## src/rtl/rtc_pkg.sv

```systemverilog
// Shared types and init-burst table for the RTC bus sequencer.
// Table entries are (register address, data) pairs written in order.
package rtc_pkg;

  typedef enum logic [2:0] {
    S_IDLE,
    S_A_SETUP,
    S_A_STROBE,
    S_A_HOLD,
    S_D_SETUP,
    S_D_STROBE,
    S_D_HOLD,
    S_DONE
  } state_e;

  typedef enum logic [1:0] {
    K_WRITE,
    K_READ,
    K_INIT
  } kind_e;

  localparam int INIT_LEN = 3;
  localparam int IDX_W = (INIT_LEN > 1) ? $clog2(INIT_LEN) : 1;

  localparam logic [INIT_LEN-1:0][7:0] INIT_ADDR = {
    8'h10, 8'h02, 8'h02
  };
  localparam logic [INIT_LEN-1:0][7:0] INIT_DATA = {
    8'hD2, 8'h00, 8'h10
  };

endpackage

```

## src/rtl/rtc_phase_timer.sv

```systemverilog
// Bus-phase timer: loads T_PHASE-1 on phase entry and counts down.
// last_o marks the final cycle of the current phase.
module rtc_phase_timer #(
  parameter int T_PHASE = 4
) (
  input  logic clk_i,
  input  logic rst_ni,
  input  logic load_i,
  output logic last_o
);

  localparam int CW = (T_PHASE > 1) ? $clog2(T_PHASE) : 1;

  logic [CW-1:0] cnt_q;

  always_ff @(posedge clk_i or negedge rst_ni) begin
    if (!rst_ni) begin
      cnt_q <= '0;
    end else if (load_i) begin
      cnt_q <= CW'(T_PHASE - 1);
    end else if (cnt_q != '0) begin
      cnt_q <= cnt_q - CW'(1);
    end
  end

  assign last_o = (cnt_q == '0);

endmodule

```

## src/rtl/rtc_bus_sequencer.sv

```systemverilog
// Sequences single writes, reads and the init burst on the RTC's
// multiplexed AD bus; all bus pins come straight from flops.
module rtc_bus_sequencer
  import rtc_pkg::*;
#(
  parameter int T_PHASE = 4
) (
  input  logic       clk,
  input  logic       reset,
  input  logic       arranque_inicio,
  input  logic       arranque_escribe,
  input  logic       arranque_lee,
  input  logic [7:0] REGISTRO_DIRECCION,
  input  logic [7:0] REGISTRO_DATO,
  input  logic [7:0] ad_in,
  output logic [7:0] ad_out,
  output logic       ad_oe,
  output logic       CS_n,
  output logic       RD_n,
  output logic       WR_n,
  output logic       A_D,
  output logic [7:0] dato_leido,
  output logic       RESET_MAQUINA,
  output logic       ocupado
);

  state_e           state_q, state_d;
  kind_e            kind_q, kind_d;
  logic [7:0]       addr_q, addr_d;
  logic [7:0]       data_q, data_d;
  logic [IDX_W-1:0] idx_q, idx_d, idx_nxt;
  logic             load, last;

  logic [7:0] ad_out_q, ad_out_d;
  logic [7:0] dato_q;
  logic       oe_q, oe_d;
  logic       cs_q, cs_d;
  logic       rd_q, rd_d;
  logic       wr_q, wr_d;
  logic       a_d_q, a_d_d;
  logic       done_q, done_d;
  logic       busy_q, busy_d;
  logic       is_rd;

  rtc_phase_timer #(
    .T_PHASE(T_PHASE)
  ) u_timer (
    .clk_i (clk),
    .rst_ni(reset),
    .load_i(load),
    .last_o(last)
  );

  assign idx_nxt = idx_q + IDX_W'(1);

  always_comb begin
    state_d = state_q;
    kind_d  = kind_q;
    addr_d  = addr_q;
    data_d  = data_q;
    idx_d   = idx_q;
    load    = 1'b0;
    unique case (state_q)
      S_IDLE: begin
        if (arranque_inicio | arranque_escribe | arranque_lee) begin
          state_d = S_A_SETUP;
          load    = 1'b1;
          idx_d   = '0;
          priority case (1'b1)
            arranque_inicio: begin
              kind_d = K_INIT;
              addr_d = INIT_ADDR[0];
              data_d = INIT_DATA[0];
            end
            arranque_escribe: begin
              kind_d = K_WRITE;
              addr_d = REGISTRO_DIRECCION;
              data_d = REGISTRO_DATO;
            end
            default: begin
              kind_d = K_READ;
              addr_d = REGISTRO_DIRECCION;
              data_d = REGISTRO_DATO;
            end
          endcase
        end
      end
      S_D_HOLD: begin
        if (last) begin
          if (kind_q == K_INIT && idx_q != IDX_W'(INIT_LEN - 1)) begin
            idx_d   = idx_nxt;
            addr_d  = INIT_ADDR[idx_nxt];
            data_d  = INIT_DATA[idx_nxt];
            state_d = S_A_SETUP;
            load    = 1'b1;
          end else begin
            state_d = S_DONE;
          end
        end
      end
      S_DONE: begin
        state_d = S_IDLE;
        idx_d   = '0;
      end
      default: begin
        if (last) begin
          state_d = state_e'(state_q + 3'd1);
          load    = 1'b1;
        end
      end
    endcase

    // Bus pins are decoded from the next state so they flop in lockstep with it.
    is_rd    = (kind_d == K_READ);
    cs_d     = 1'b1;
    rd_d     = 1'b1;
    wr_d     = 1'b1;
    a_d_d    = 1'b0;
    oe_d     = 1'b0;
    ad_out_d = 8'h00;
    done_d   = 1'b0;
    busy_d   = (state_d != S_IDLE);
    unique case (state_d)
      S_A_SETUP, S_A_HOLD: begin
        cs_d     = 1'b0;
        oe_d     = 1'b1;
        ad_out_d = addr_d;
      end
      S_A_STROBE: begin
        cs_d     = 1'b0;
        oe_d     = 1'b1;
        wr_d     = 1'b0;
        ad_out_d = addr_d;
      end
      S_D_SETUP, S_D_HOLD: begin
        cs_d     = 1'b0;
        a_d_d    = 1'b1;
        oe_d     = !is_rd;
        ad_out_d = is_rd ? 8'h00 : data_d;
      end
      S_D_STROBE: begin
        cs_d     = 1'b0;
        a_d_d    = 1'b1;
        oe_d     = !is_rd;
        ad_out_d = is_rd ? 8'h00 : data_d;
        wr_d     = is_rd;
        rd_d     = !is_rd;
      end
      S_DONE: begin
        done_d = 1'b1;
      end
      default: begin
      end
    endcase
  end

  always_ff @(posedge clk or negedge reset) begin
    if (!reset) begin
      state_q  <= S_IDLE;
      kind_q   <= K_WRITE;
      addr_q   <= 8'h00;
      data_q   <= 8'h00;
      idx_q    <= '0;
      ad_out_q <= 8'h00;
      oe_q     <= 1'b0;
      cs_q     <= 1'b1;
      rd_q     <= 1'b1;
      wr_q     <= 1'b1;
      a_d_q    <= 1'b0;
      done_q   <= 1'b0;
      busy_q   <= 1'b0;
      dato_q   <= 8'h00;
    end else begin
      state_q  <= state_d;
      kind_q   <= kind_d;
      addr_q   <= addr_d;
      data_q   <= data_d;
      idx_q    <= idx_d;
      ad_out_q <= ad_out_d;
      oe_q     <= oe_d;
      cs_q     <= cs_d;
      rd_q     <= rd_d;
      wr_q     <= wr_d;
      a_d_q    <= a_d_d;
      done_q   <= done_d;
      busy_q   <= busy_d;
      if (state_q == S_D_STROBE && kind_q == K_READ && last) begin
        dato_q <= ad_in;
      end
    end
  end

  assign ad_out        = ad_out_q;
  assign ad_oe         = oe_q;
  assign CS_n          = cs_q;
  assign RD_n          = rd_q;
  assign WR_n          = wr_q;
  assign A_D           = a_d_q;
  assign dato_leido    = dato_q;
  assign RESET_MAQUINA = done_q;
  assign ocupado       = busy_q;

endmodule
```

## config.mk

```make
export PLATFORM = sky130hd
export DESIGN_NAME = rtc_bus_sequencer
export DESIGN_NICKNAME = d
export VERILOG_FILES = /design/src/rtl/rtc_pkg.sv /design/src/rtl/rtc_phase_timer.sv /design/src/rtl/rtc_bus_sequencer.sv
export SDC_FILE = /design/constraint.sdc
export NUM_CORES = 1
export LEC_CHECK = 0
export BUFFER_PORTS_ARGS = -buffer_cell sky130_fd_sc_hd__buf_4
export CORE_MARGIN = 2
export CORE_UTILIZATION = 49
export CTS_CLUSTER_SIZE = 30
export DETAILED_ROUTE_END_ITERATION = 12
export PLACE_DENSITY = 0.79
export SLEW_MARGIN = 15
export SYNTH_ARGS = -nofsm -noshare
export SYNTH_HDL_FRONTEND = slang
export SYNTH_SLANG_ARGS = --single-unit
```

## constraint.sdc

```tcl
create_clock -name clk -period 2.3 [get_ports clk]
set_input_delay 0.46 -clock clk [delete_from_list [all_inputs] [get_ports clk]]
set_output_delay 0.46 -clock clk [all_outputs]
set_load 0.005 [all_outputs]
```

==> metrics.md <==
| Metric | Value |
|---|---|
| Status | completed |
| Synth cell types | 47 |
| Top FF cell, synth | dfrtp_1 |
| Die width | 74.17 um |
| Synth Area per Inst | 10.97 um^2 |
| CTS buffer count | 5 |
| Avg Vias per Cell | 5.332 |
| Grt total ovfl | 0 |
| First drt pass iteration count | 6 |
| Clock root buffer | clkbuf_8 |
| Fmax | 453.1 MHz |
| Commonest cells after routing, fill and taps aside | buf_4 (58), dfrtp_1 (45), o21ai_0 (20) |
| Initial antenna violation count | 0 |
| Synth Area in Compound Gates | 0.1950 |
| Clk sink count | 48 |
| CP arrival | 2.38 ns |
| Yosys warnings | 0 |
| Die ar. | 5500 um^2 |
| Setup TNS | 0 ns |
| Max-Slew Margin vs Limit | 0.6104 |
| Worst-path fanout max | 9 |
| Post-route ant nets | 0 |
| CP Class | reg2reg |
| CORE AREA | 4723 um^2 |
| Iter 0 DRT Violations | 95 |
| Adder-cell share of the synthesized area | 0.05187 |
| Post-Route Skew | 0.01740 ns |
| Synthesized cell area | 2412 um^2 |
| Leakage | 0.001436 uW |
| Final setup violation count | 0 |
| Max Slew Vio Count | 0 |
| Drt wl/cell | 14.80 um |
| Ys async rst share | 1.000 |
| CTS tree | yes |
| Post-synthesis simple-gate area fraction | 0.1566 |
| Post-CTS Hold Fix Bufs | 0 |
| Post-synthesis cell count | 220 |
| Seq/Total Area, Yosys | 0.4995 |
| Least-Margin Pin Slew | 0.5844 ns |
| Final Hold Viols | 0 |
| Max Cap Viol | 0 |
| Setup ws final | 0.09302 ns |
| Main combinational cell family by area after synthesis | compound AO/OA/AOI/OAI gates |
| Xor/xnor cell area share of the yosys netlist | 0.003631 |
| Post-synth EDFFs | 0 |
| Post-synth net total | 259 |
| Fillers | 378 |
| Tmin final | 2.207 ns |
| Largest net degree at the start of global routing | 49 |
| Worst setup SP type | flip-flop |
| CP required | 2.47 ns |
| Port buffer count | 51 |
| Clock Path Buffers | 2 |
| GP Congestion | 0.8824 |
| Final nets | 317 |
| Register bit total from synthesis | 48 |
| DRC Markers | 0 |
| First-pass GRT wire length | 8.604 mm |
| Synth-to-layout area growth | 25.00% |
| Synth top area share | 0.4668 |
| Final WL | 5.121 mm |
| Synth area leader | dfrtp_1 |
| Worst min path class | in2async |
| Vias | 1845 |
| CP endpoint kind | flip-flop |
| Final worst-path cycle share | 0.9596 |
| # diodes | 0 |
| Half-perimeter wire length after placement | 3.704 mm |
| Multiplexer share of the synthesized area | 0.05498 |
| Pwr per Cell Area | 1158 nW/um^2 |
| Skew-Pair Late Insertion Delay | 0.31 ns |
| H-tree depth reported by CTS | 2 |
| Commonest non-fill, non-tap cell in the layout | buf_4 |
| # rows | 25 |
| Maximum vdd ir drop | 628.6 uV |
| Num ports | 52 |
| Synth area leaders | dfrtp_1 (47%), ha_1 (5.2%), a21boi_0 (5.0%), mux2_2 (4.7%), o21ai_0 (4.1%) |
| Clock slew at reported path FFs | 0.09 ns |
| Tot GR Track Use | 0.2064 |
| Pre-CTS WS | -0.02021 ns |
| Die Y | 74.17 um |
| Fin util | 0.6384 |
| Layout cells sized above 1 | 0.3943 |
| Number of global-route vias before repair | 1878 |
| Initial core utilization | 0.5107 |
-- registers in the layout, indices dropped and copies added, names as in the netlist --
register	flops
A_D	1
dato_leido	8
addr_q	8
ad_out	8
RESET_MAQUINA	1
ocupado	1
kind_q	2
ad_oe	1
data_q	8
WR_n	1
state_q	3
u_timer.cnt_q	2
idx_q	2
CS_n	1
RD_n	1
-- logic make-up after synthesis --
family,count (synthesis)
AO/OA/AOI/OAI,69
AND/OR/NAND/NOR,61
flip-flops,48
buffers and inverters,19
multiplexers,12
adder cells (fa/ha/maj),10
XOR/XNOR,1
-- metrics by stage --
stage | std cells | total power [uW] | hold slack (ns) | instance area (um^2)
final | 346 | 3492 | 0.1461 | 3015
after detailed placement | 337 | 2877 | 0.4933 | 2880
after floorplan | 220 | 2372 | 0.1644 | 2412
after global routing | 346 | 3760 | 0.2034 | 3015
after CTS | 345 | 3380 | 0.1677 | 2974
after global placement | 337 | 2831 | 0.4884 | 2880
-- Yosys cell counts (2+ instances only) --
| cell | number |
|---|---|
| o21ai_0 | 20 |
| inv_1 | 11 |
| o2bb2ai_1 | 2 |
| nand3b_1 | 2 |
| o22ai_1 | 8 |
| mux2i_1 | 2 |
| or2_2 | 15 |
| and2_1 | 11 |
| dfstp_2 | 3 |
| dfrtp_1 | 45 |
| ha_1 | 10 |
| a21boi_0 | 16 |
| clkbuf_1 | 3 |
| a21o_1 | 4 |
| nor2_1 | 4 |
| mux2_2 | 10 |
| nand2_1 | 10 |
| a21oi_1 | 7 |
| a21oi_2 | 2 |
| nor3_1 | 2 |
| clkbuf_2 | 2 |
| or2_1 | 4 |
| buf_6 | 2 |
| nor3_2 | 2 |
-- layout make-up --
class | instances | area, um^2 | area share
clock inverters | 2 | 12.51 | 0.004149
inverters | 11 | 45.04 | 0.01494
well taps | 67 | 83.83 | 0.02780
repair buffers | 59 | 455.4 | 0.1510
clock buffers | 6 | 72.57 | 0.02407
multi-input cells | 153 | 1141 | 0.3784
flip-flops and latches | 48 | 1205 | 0.3996
-- power by group --
part,switching [uW],total [uW],internal (uW)
clock,277,490,213
combinational,944,1770,825
sequential,118,1230,1110
-- metal layers --
metal	GRT usage	vias to the layer above	wire [um]
met5	0	-	0
met4	0.08081	0	90
met3	0.05420	12	384
met2	0.3562	69	2490
met1	0.2467	874	2156
li1	-	890	-
-- worst paths after layout --
path                            slack (ns)            end  cells past startpoint           from
worst max-delay path                  0.09      ad_out[5]                      8     state_q[0]
worst min-delay path                  0.15      kind_q[0]                      1          reset
worst max register to register        0.09      ad_out[5]                      8     state_q[0]
worst min register to register        0.51  dato_leido[5]                      1  dato_leido[5]
max in group asynchronous             1.74       idx_q[0]                      1          reset
min in group clk                      0.39  dato_leido[0]                      2       ad_in[0]
-- timing repair --
item	CTS	global route
cloned	0	0
setup buffers	0	1
gates resized for setup	2	5
setup endpoints to repair	3	10
pin swaps	1	1
-- worst max-delay path, cell delays in order (launching register included) --
cell	delay (ns)
dfrtp_1	0.42
inv_1	0.12
ha_1	0.22
nor2b_2	0.32
nor3_4	0.11
a32o_2	0.33
o31ai_4	0.29
buf_12	0.16
o22ai_1	0.09
Power figures use the tool's default switching activity.
